### src/rtl/ifu_prefetch.sv
`default_nettype none
// ============================================================================
// Module      : ifu_prefetch
// Description : Sequential instruction prefetcher with a DEPTH-entry
//               {pc, inst, fault} FIFO feeding the decode stage.
// Revision    : 1.0 - initial release
// ============================================================================
module ifu_prefetch #(
    parameter int              XLEN     = 32,
    parameter int              DEPTH    = 2,
    parameter logic [XLEN-1:0] RESET_PC = 32'h8000_0000
) (
    input  logic            clk,
    input  logic            rst,
    input  logic            redirect_valid,
    input  logic [XLEN-1:0] redirect_pc,
    output logic            req_valid,
    input  logic            req_ready,
    output logic [XLEN-1:0] req_addr,
    input  logic            rsp_valid,
    input  logic [XLEN-1:0] rsp_data,
    input  logic            rsp_err,
    output logic            valid_out_idu,
    input  logic            ready_in_idu,
    output logic [XLEN-1:0] pc_out,
    output logic [XLEN-1:0] inst_out,
    output logic            fault_out
);

    localparam int                 c_PTR_W = $clog2(DEPTH);
    localparam int                 c_CNT_W = c_PTR_W + 1;
    localparam logic [c_CNT_W-1:0] c_DEPTH = c_CNT_W'(DEPTH);

    typedef enum logic [1:0] {
        S_IDLE  = 2'd0,
        S_REQ   = 2'd1,
        S_WAIT  = 2'd2,
        S_DRAIN = 2'd3
    } state_t;

    state_t               r_state;
    logic [XLEN-1:0]      r_fetch_pc;
    logic [XLEN-1:0]      r_req_addr;
    logic                 r_stale;
    logic                 r_halted;
    logic [c_PTR_W-1:0]   r_rd_ptr;
    logic [c_PTR_W-1:0]   r_wr_ptr;
    logic [c_CNT_W-1:0]   r_count;
    logic [XLEN-1:0]      r_pc_mem   [DEPTH];
    logic [XLEN-1:0]      r_inst_mem [DEPTH];
    logic                 r_fault_mem[DEPTH];

    logic                 w_space;
    logic                 w_misaligned;
    logic                 w_pop;
    logic                 w_push;
    logic [XLEN-1:0]      w_push_pc;
    logic [XLEN-1:0]      w_push_inst;
    logic                 w_push_fault;

    assign w_space      = (r_count < c_DEPTH);
    assign w_misaligned = (r_fetch_pc[1:0] != 2'b00);
    assign w_pop        = (r_count != '0) && ready_in_idu && !redirect_valid;

    // A misaligned fetch PC never reaches the bus; it becomes a fault entry instead.
    always_comb begin
        w_push       = 1'b0;
        w_push_pc    = r_fetch_pc;
        w_push_inst  = '0;
        w_push_fault = 1'b0;
        if (!redirect_valid) begin
            if (r_state == S_WAIT && rsp_valid) begin
                w_push       = 1'b1;
                w_push_inst  = rsp_err ? '0 : rsp_data;
                w_push_fault = rsp_err;
            end else if (r_state == S_IDLE && !r_halted && w_space && w_misaligned) begin
                w_push       = 1'b1;
                w_push_fault = 1'b1;
            end
        end
    end

    always_ff @(posedge clk) begin
        if (w_push) begin
            r_pc_mem[r_wr_ptr]    <= w_push_pc;
            r_inst_mem[r_wr_ptr]  <= w_push_inst;
            r_fault_mem[r_wr_ptr] <= w_push_fault;
        end
    end

    always_ff @(posedge clk) begin
        if (rst) begin
            r_rd_ptr <= '0;
            r_wr_ptr <= '0;
            r_count  <= '0;
        end else if (redirect_valid) begin
            r_rd_ptr <= '0;
            r_wr_ptr <= '0;
            r_count  <= '0;
        end else begin
            if (w_push) r_wr_ptr <= r_wr_ptr + 1'b1;
            if (w_pop)  r_rd_ptr <= r_rd_ptr + 1'b1;
            if (w_push && !w_pop)      r_count <= r_count + 1'b1;
            else if (!w_push && w_pop) r_count <= r_count - 1'b1;
        end
    end

    always_ff @(posedge clk) begin
        if (rst) begin
            r_state    <= S_IDLE;
            r_fetch_pc <= RESET_PC;
            r_req_addr <= '0;
            r_stale    <= 1'b0;
            r_halted   <= 1'b0;
        end else begin
            case (r_state)
                S_IDLE: begin
                    if (!redirect_valid && !r_halted && w_space) begin
                        if (w_misaligned) begin
                            r_halted <= 1'b1;
                        end else begin
                            r_state    <= S_REQ;
                            r_req_addr <= r_fetch_pc;
                            r_stale    <= 1'b0;
                        end
                    end
                end
                // The bus handshake cannot be withdrawn, so a redirect only marks it stale.
                S_REQ: begin
                    if (req_ready) begin
                        r_state <= (r_stale || redirect_valid) ? S_DRAIN : S_WAIT;
                    end else if (redirect_valid) begin
                        r_stale <= 1'b1;
                    end
                end
                S_WAIT: begin
                    if (rsp_valid) begin
                        r_state <= S_IDLE;
                        if (!redirect_valid) begin
                            r_fetch_pc <= r_fetch_pc + XLEN'(4);
                            if (rsp_err) r_halted <= 1'b1;
                        end
                    end else if (redirect_valid) begin
                        r_state <= S_DRAIN;
                    end
                end
                S_DRAIN: begin
                    if (rsp_valid) r_state <= S_IDLE;
                end
                default: r_state <= S_IDLE;
            endcase
            if (redirect_valid) begin
                r_fetch_pc <= redirect_pc;
                r_halted   <= 1'b0;
            end
        end
    end

    assign req_valid     = (r_state == S_REQ);
    assign req_addr      = r_req_addr;
    assign valid_out_idu = (r_count != '0);
    assign pc_out        = valid_out_idu ? r_pc_mem[r_rd_ptr]    : '0;
    assign inst_out      = valid_out_idu ? r_inst_mem[r_rd_ptr]  : '0;
    assign fault_out     = valid_out_idu ? r_fault_mem[r_rd_ptr] : 1'b0;

endmodule
`default_nettype wire

### config.mk
export PLATFORM = sky130hd
export DESIGN_NAME = ifu_prefetch
export DESIGN_NICKNAME = d
export VERILOG_FILES = /design/src/rtl/ifu_prefetch.sv
export SDC_FILE = /design/constraint.sdc
export NUM_CORES = 1
export LEC_CHECK = 0
export ABC_AREA = 0
export BUFFER_PORTS_ARGS = -buffer_cell sky130_fd_sc_hd__buf_2
export CAP_MARGIN = 20
export CORE_MARGIN = 5
export CORE_UTILIZATION = 27
export DETAILED_ROUTE_END_ITERATION = 8
export PLACE_DENSITY_LB_ADDON = 0.1
export SYNTH_ARGS = -nofsm -noshare
export SYNTH_HDL_FRONTEND = slang
export SYNTH_SLANG_ARGS = --single-unit
### constraint.sdc
create_clock -name clk -period 6.9 [get_ports clk]
set_input_delay 0.345 -clock clk [delete_from_list [all_inputs] [get_ports clk]]
set_output_delay 0.345 -clock clk [all_outputs]
set_load 0.01 [all_outputs]
* After elaboration in Yosys (flattened, before gate mapping) *
Memory sizes are Yosys's and may differ from the RTL's. A register that Yosys moved wholly into a read port is not among the register bits.
Index checks and enable logic that the tools add are counted.

word-level totals
  register bits after elaboration = 72
  bits in writable memories = 130
  input bits = 71
  logic and storage cells = 102
  memories = 3

cells by class
  add/subtract/negate cells = 5
  magnitude comparators = 1
  equality and inequality tests = 13
  multiplexer cells = 42
  bitwise gates (word level) = 1
  reduce and logical (&&, ||, !) cells = 29

memories
  name         depth  width  read ports  clocked after memory_dff  wr ports  line  text
  r_inst_mem   2      32     1           1                         1         50    logic [XLEN-1:0] r_inst_mem [DEPTH];
  r_pc_mem     2      32     1           1                         1         49    logic [XLEN-1:0] r_pc_mem [DEPTH];
  r_fault_mem  2      1      1           1                         1         51    logic r_fault_mem[DEPTH];

operator list
  kind                                                   count
  2-to-1 mux 32 bit                                      8
  adder 32 x 3 -> 32 bit, second input constant          1
  2-to-1 mux 1 bit                                       23
  2-to-1 mux 2 bit                                       8
  AND reduction 5 bit                                    3
  inequality test 2 bit, second input constant           7
  nonzero test 2 bit                                     7
  logical AND 1 bit                                      10
  case mux 2 bit (4 select lines)                        1
  equality test 2 bit, second input constant             2
  logical NOT 1 bit                                      4
  inequality test 2 x 1 -> 1 bit, second input constant  2
  case mux 1 bit (2 select lines)                        2
  inequality test 3 bit, second input constant           1
  AND reduction 3 bit                                    1
  adder 1 bit, second input constant                     2
  adder 2 x 1 -> 2 bit, second input constant            1
  equality test 2 x 1 -> 1 bit, second input constant    1
  logical NOT 2 bit                                      1
  less-than comparator 2 bit, second input constant      1
  AND reduction 2 bit                                    1
  OR reduction 2 bit                                     1
  subtractor 2 x 1 -> 2 bit, second input constant       1
  logical OR 1 bit                                       1
  inverter 1 bit                                         1

* Logic depth before layout (Yosys ltp) *
  depth after elaboration = 11
  depth in mapped cells = 8

* Worst setup path before layout *
Ideal clock, no wire load.

  path type = flip-flop to flip-flop
  start point = reg r_state[1]
  end point = mem r_fault_mem[1], enable pin
  setup time = 0.430 ns
  data arrival time = 2.876 ns
  data required time = 6.470 ns
  path slack = 3.594 ns
  cell stages (with the launch flop) = 5
  clock period less this slack = 3.306 ns
  path through = dfxtp_1 -> buf_4 -> or4_1 -> o22ai_1 -> and3_1

between the ends
  word-level cells in the longest chain between the ends = 9

RTL lines
  item                                      line  text
  from (decl)                               41    state_t r_state;
  from (signal assigned)                    131   r_state <= (r_stale || redirect_valid) ? S_DRAIN : S_WAIT;
  logical NOT 2 bit                         76    end else if (r_state == S_IDLE && !r_halted && w_space && w_misaligned) begin
  logical AND 1 bit (3 in series)           76
  2-to-1 mux 1 bit                          76
  2-to-1 mux 1 bit *                        72    if (r_state == S_WAIT && rsp_valid) begin
  2-to-1 mux 1 bit *                        71    if (!redirect_valid) begin
  2-to-1 mux 1 bit *                        84    if (w_push) begin
  2-to-1 mux 1 bit (not written as such) *  87    r_fault_mem[r_wr_ptr] <= w_push_fault;
  to (decl)                                 51

Mark *: on every way between the ends. The rest lies on a longest branch, timed or not.

* Worst setup path in the final report *
  start point = reg r_state[1]
  end point = mem r_pc_mem[0][9], enable pin

between the ends
  word-level cells in the longest chain between the ends = 9

RTL lines
  item                                      line  text
  logical NOT 2 bit                         76
  logical AND 1 bit (3 in series)           76
  2-to-1 mux 1 bit                          76
  2-to-1 mux 1 bit *                        72
  2-to-1 mux 1 bit *                        71
  2-to-1 mux 1 bit *                        84
  2-to-1 mux 1 bit (not written as such) *  85    r_pc_mem[r_wr_ptr] <= w_push_pc;
  to (decl)                                 49

Marked as above.

==> impl_results.md <==
* Worst Skew at approximately 0.018 ns
* Ports at 170
* Final core occ at between 30 and 40%
* Netlist cell types at 56
* Via density at around 4.6
* Highest routed layer: met4
* CTS tree: built
* R2r setup slk at 3.96 ns
* Hold Path Class: input port to register
* CTS clk-pin slew, worst paths at roughly 0.060 ns
* Peak Freq at between 300 and 400 MHz
* Met2 WL at 10.92 mm
* Vias in the first global route at about 6.1k
* Hold endpoint: r_fetch_pc[1]
* Total grt overflow at 0
* Critical path data required time at 7.03 ns
* WL met3 at 1.152 mm
* Final min period at around 2.9 ns
* Post-CTS Setup Bufs at 0
* Max-cap viol count at 0
* Status: completed
* Fin. Hold Viols at 0
* Die width at roughly 190 um
* Mapped cell area at ~8600 um2
* Power Density at 263.9 nW/um2
* PostCTS Resize Cnt at 0
* Hold path startpoint: redirect_pc[1]
* Setup total negative slack at 0 ns
* YS warnings at 0
* Instance count of the mapped netlist at approximately 750
* Number of diodes at 0
* Die Ht at ~190 um
* Slowest stage delay, CP at between 0.6 and 0.7 ns
* Starting Density at between 20% and 30%
* Cells on Worst Hold Path at 3
* Initial antenna violation count at 0
* Worst R2R End: r_pc_mem[0][9]
* RR Startpoint: r_state[1]
* Clock Latency Late Sink at about 0.52 ns
* Max IR drop VDD at around 0.21 mV
* Met1 WL at ~12 mm
* Hold Slack at 0.08108 ns
* Global-route wire length before repair at ~37 mm
* Primary FF master, synth: edfxtp_1
* WL/cell at ~18 um
* Antenna Nets Post-Route at 0
* Number of synthesized flops with an enable pin at between 100 and 150
* Slowest-stage cell, CP: or4_1
* Async SR Flop Fraction at 0%
* Nets at 973
* Vias at roughly 6.1k
* Detailed placer's ending HPWL at 15.64 mm
* DIE AREA at between 30,000 and 40,000 um2
* Hold-fix buffers, CTS at 0
* Leak pwr at 3.966 nW
* CP Max Fanout at a little under 50
* # setup viols final at 0
* FILL cells at ~3.2k
* Clock Sinks at 203
* Share of cells above drive strength 1 at 24.40%
* Total Wirelength at between 20 and 25 mm
* # port buffers at roughly 170
* Crit Path Category: register to register
* Sequential element share of the synthesized area at roughly 62%
* Largest net degree at the start of global routing at between 60 and 70
* Pins Over Slew Limit at 0
* Row count at 65
* Worst EP arrival at approximately 3.1 ns
* Synthesis-to-finish area growth at 22.53%
* Mean Syn Cell Area at about 12 um2
* Worst reg-to-reg path cell count at 5
* DRC viols at 0
* Seq cells post-synth at between 200 and 250
* Gpl congestion at around 0.7
* CP endpoint kind: register
* Drt first pass iters at 4
* RSZ-0062 raised after global routing: false
* Setup crit start kind: register
* CTS buffer count at 24
* Actual slew at the worst max-slew pin at between 1 and 1.5 ns
* CTS Buffer Depth at 3
* Initial DRC Count at a little under 300
* Post-Syn Nets at ~820
* Tcrit/Tclk final at a little over two fifths
* Cell Chain, Critical Path: or4_1, o22ai_1, nand3_1, inv_2, buf_4
* CTS root buffer: clkbuf_16
* H-tree depth at 1
* GR Util All Layers at a little over an eighth
* Headroom to the max-slew limit at between 30 and 40%
* Core area at approximately 32,000 um2
Yosys cell counts, types with 3 or more instances:
cell | instances | share of area, %
dfxtp_1 | 73 | 17
nand2_1 | 76 | 3.3
nor3_1 | 13 | 0.75
or4_1 | 12 | 1.0
nand4_1 | 8 | 0.58
buf_6 | 3 | 0.39
xnor2_1 | 7 | 0.71
clkbuf_1 | 27 | 1.2
buf_1 | 5 | 0.22
edfxtp_1 | 130 | 45
mux2i_1 | 67 | 7.8
buf_2 | 6 | 0.35
and2_1 | 34 | 2.5
buf_4 | 5 | 0.44
a21oi_1 | 38 | 2.2
nor2_1 | 100 | 4.4
a311oi_1 | 13 | 1.3
nand3b_1 | 3 | 0.26
xor2_1 | 6 | 0.61
a211oi_1 | 10 | 0.87
nand3_1 | 19 | 1.1
and4_1 | 5 | 0.51
inv_1 | 12 | 0.52
and3_1 | 12 | 0.87
nor4_1 | 5 | 0.36
o31ai_1 | 13 | 1.1
routing by layer:
layer	global-route usage (%)	vias to the layer above
li1	-	3036
met1	18.70	2919
met2	20.85	142
met3	2.501	30
met4	2.494	0
met5	0	-
flip-flops by register name (all words and copies together) (netlist names), named ones only:
| name | cells |
|---|---|
| r_count | 2 |
| r_inst_mem | 64 |
| r_fault_mem | 2 |
| r_state | 2 |
| r_halted | 1 |
| r_pc_mem | 64 |
| r_fetch_pc | 32 |
| req_addr | 32 |
| r_rd_ptr | 1 |
| r_stale | 1 |
| r_wr_ptr | 1 |
how the worst max path moves through the flow:
| stage | startpoint | to | slack [ns] | depth (start not counted) |
|---|---|---|---|---|
| after detailed placement | redirect_valid | r_pc_mem[0][9] | 3.70 | 6 |
| final | r_state[1] | r_pc_mem[0][9] | 3.96 | 5 |
| after floorplan | r_state[1] | r_fault_mem[1] | 3.59 | 4 |
| after CTS | r_state[1] | r_pc_mem[0][10] | 3.89 | 5 |
| after global routing | r_state[1] | r_pc_mem[0][9] | 3.73 | 5 |
| after global placement | redirect_valid | r_pc_mem[0][9] | 3.70 | 6 |
area by class of cell:
type / instances / area [um2] / area share [%]
multi-input combinational: 482 / 2993 / 28.34
sequential: 203 / 5369 / 50.84
tap: 402 / 503.0 / 4.762
timing repair buffer: 177 / 905.9 / 8.577
inverter: 12 / 45.04 / 0.4265
clock buffer: 35 / 661.9 / 6.267
clock inverter: 9 / 83.83 / 0.7937
placed cells by master, fill, tap and decap left out, drive strengths merged, types with 3 or more instances in the layout:
cell    synthesis  routed
buf            19     177
edfxtp        130     130
nor2          100     100
nand2          76      76
dfxtp          73      73
mux2i          67      67
a21oi          38      38
and2           35      35
clkbuf         27      35
nand3          19      19
o31ai          13      13
a311oi         13      13
nor3           13      13
and3           13      13
or4            12      12
inv            12      12
a211oi         10      10
nand4           9       9
xnor2           7       7
and4            7       7
xor2            6       6
nor4            6       6
clkinv          0       6
nand3b          3       3
worst max-delay path, delay by kind of cell (launching register included):
kind                   cells  cell delay, ns
AND/OR/NAND/NOR            2            0.80
flip-flops                 1            0.41
AO/OA/AOI/OAI              1            0.31
buffers and inverters      2            0.97
report_power, final:
part | total, mW | switching (mW) | internal [mW]
combinational | 0.212 | 0.134 | 0.0778
sequential | 1.38 | 0.0450 | 1.34
clock | 1.19 | 0.490 | 0.704
total | 2.79 | 0.668 | 2.12
cells by family (layout without fill, tap and decap cells):
kind of cell | Yosys count | in the layout | synth area share, %
AND/OR/NAND/NOR | 305 | 305 | 17.61
flip-flops | 203 | 203 | 62.24
AO/OA/AOI/OAI | 95 | 95 | 7.418
multiplexers | 67 | 67 | 7.780
buffers and inverters | 60 | 233 | 3.339
XOR/XNOR | 13 | 13 | 1.321
adder cells (fa/ha/maj) | 2 | 2 | 0.2903
through the flow:
stage                     worst slack, ns  power (mW)  std cells  instance area [um2]
final                               3.960       2.787       1320                10560
after global routing                3.734       2.912       1320                10560
after CTS                           3.887       2.842       1320                10560
after detailed placement            3.703       1.626       1276                 9816
after global placement              3.698       1.627       1276                 9816
after floorplan                     3.594       1.521        745                 8620
No activity file was read; power rests on OpenSTA's default activity.
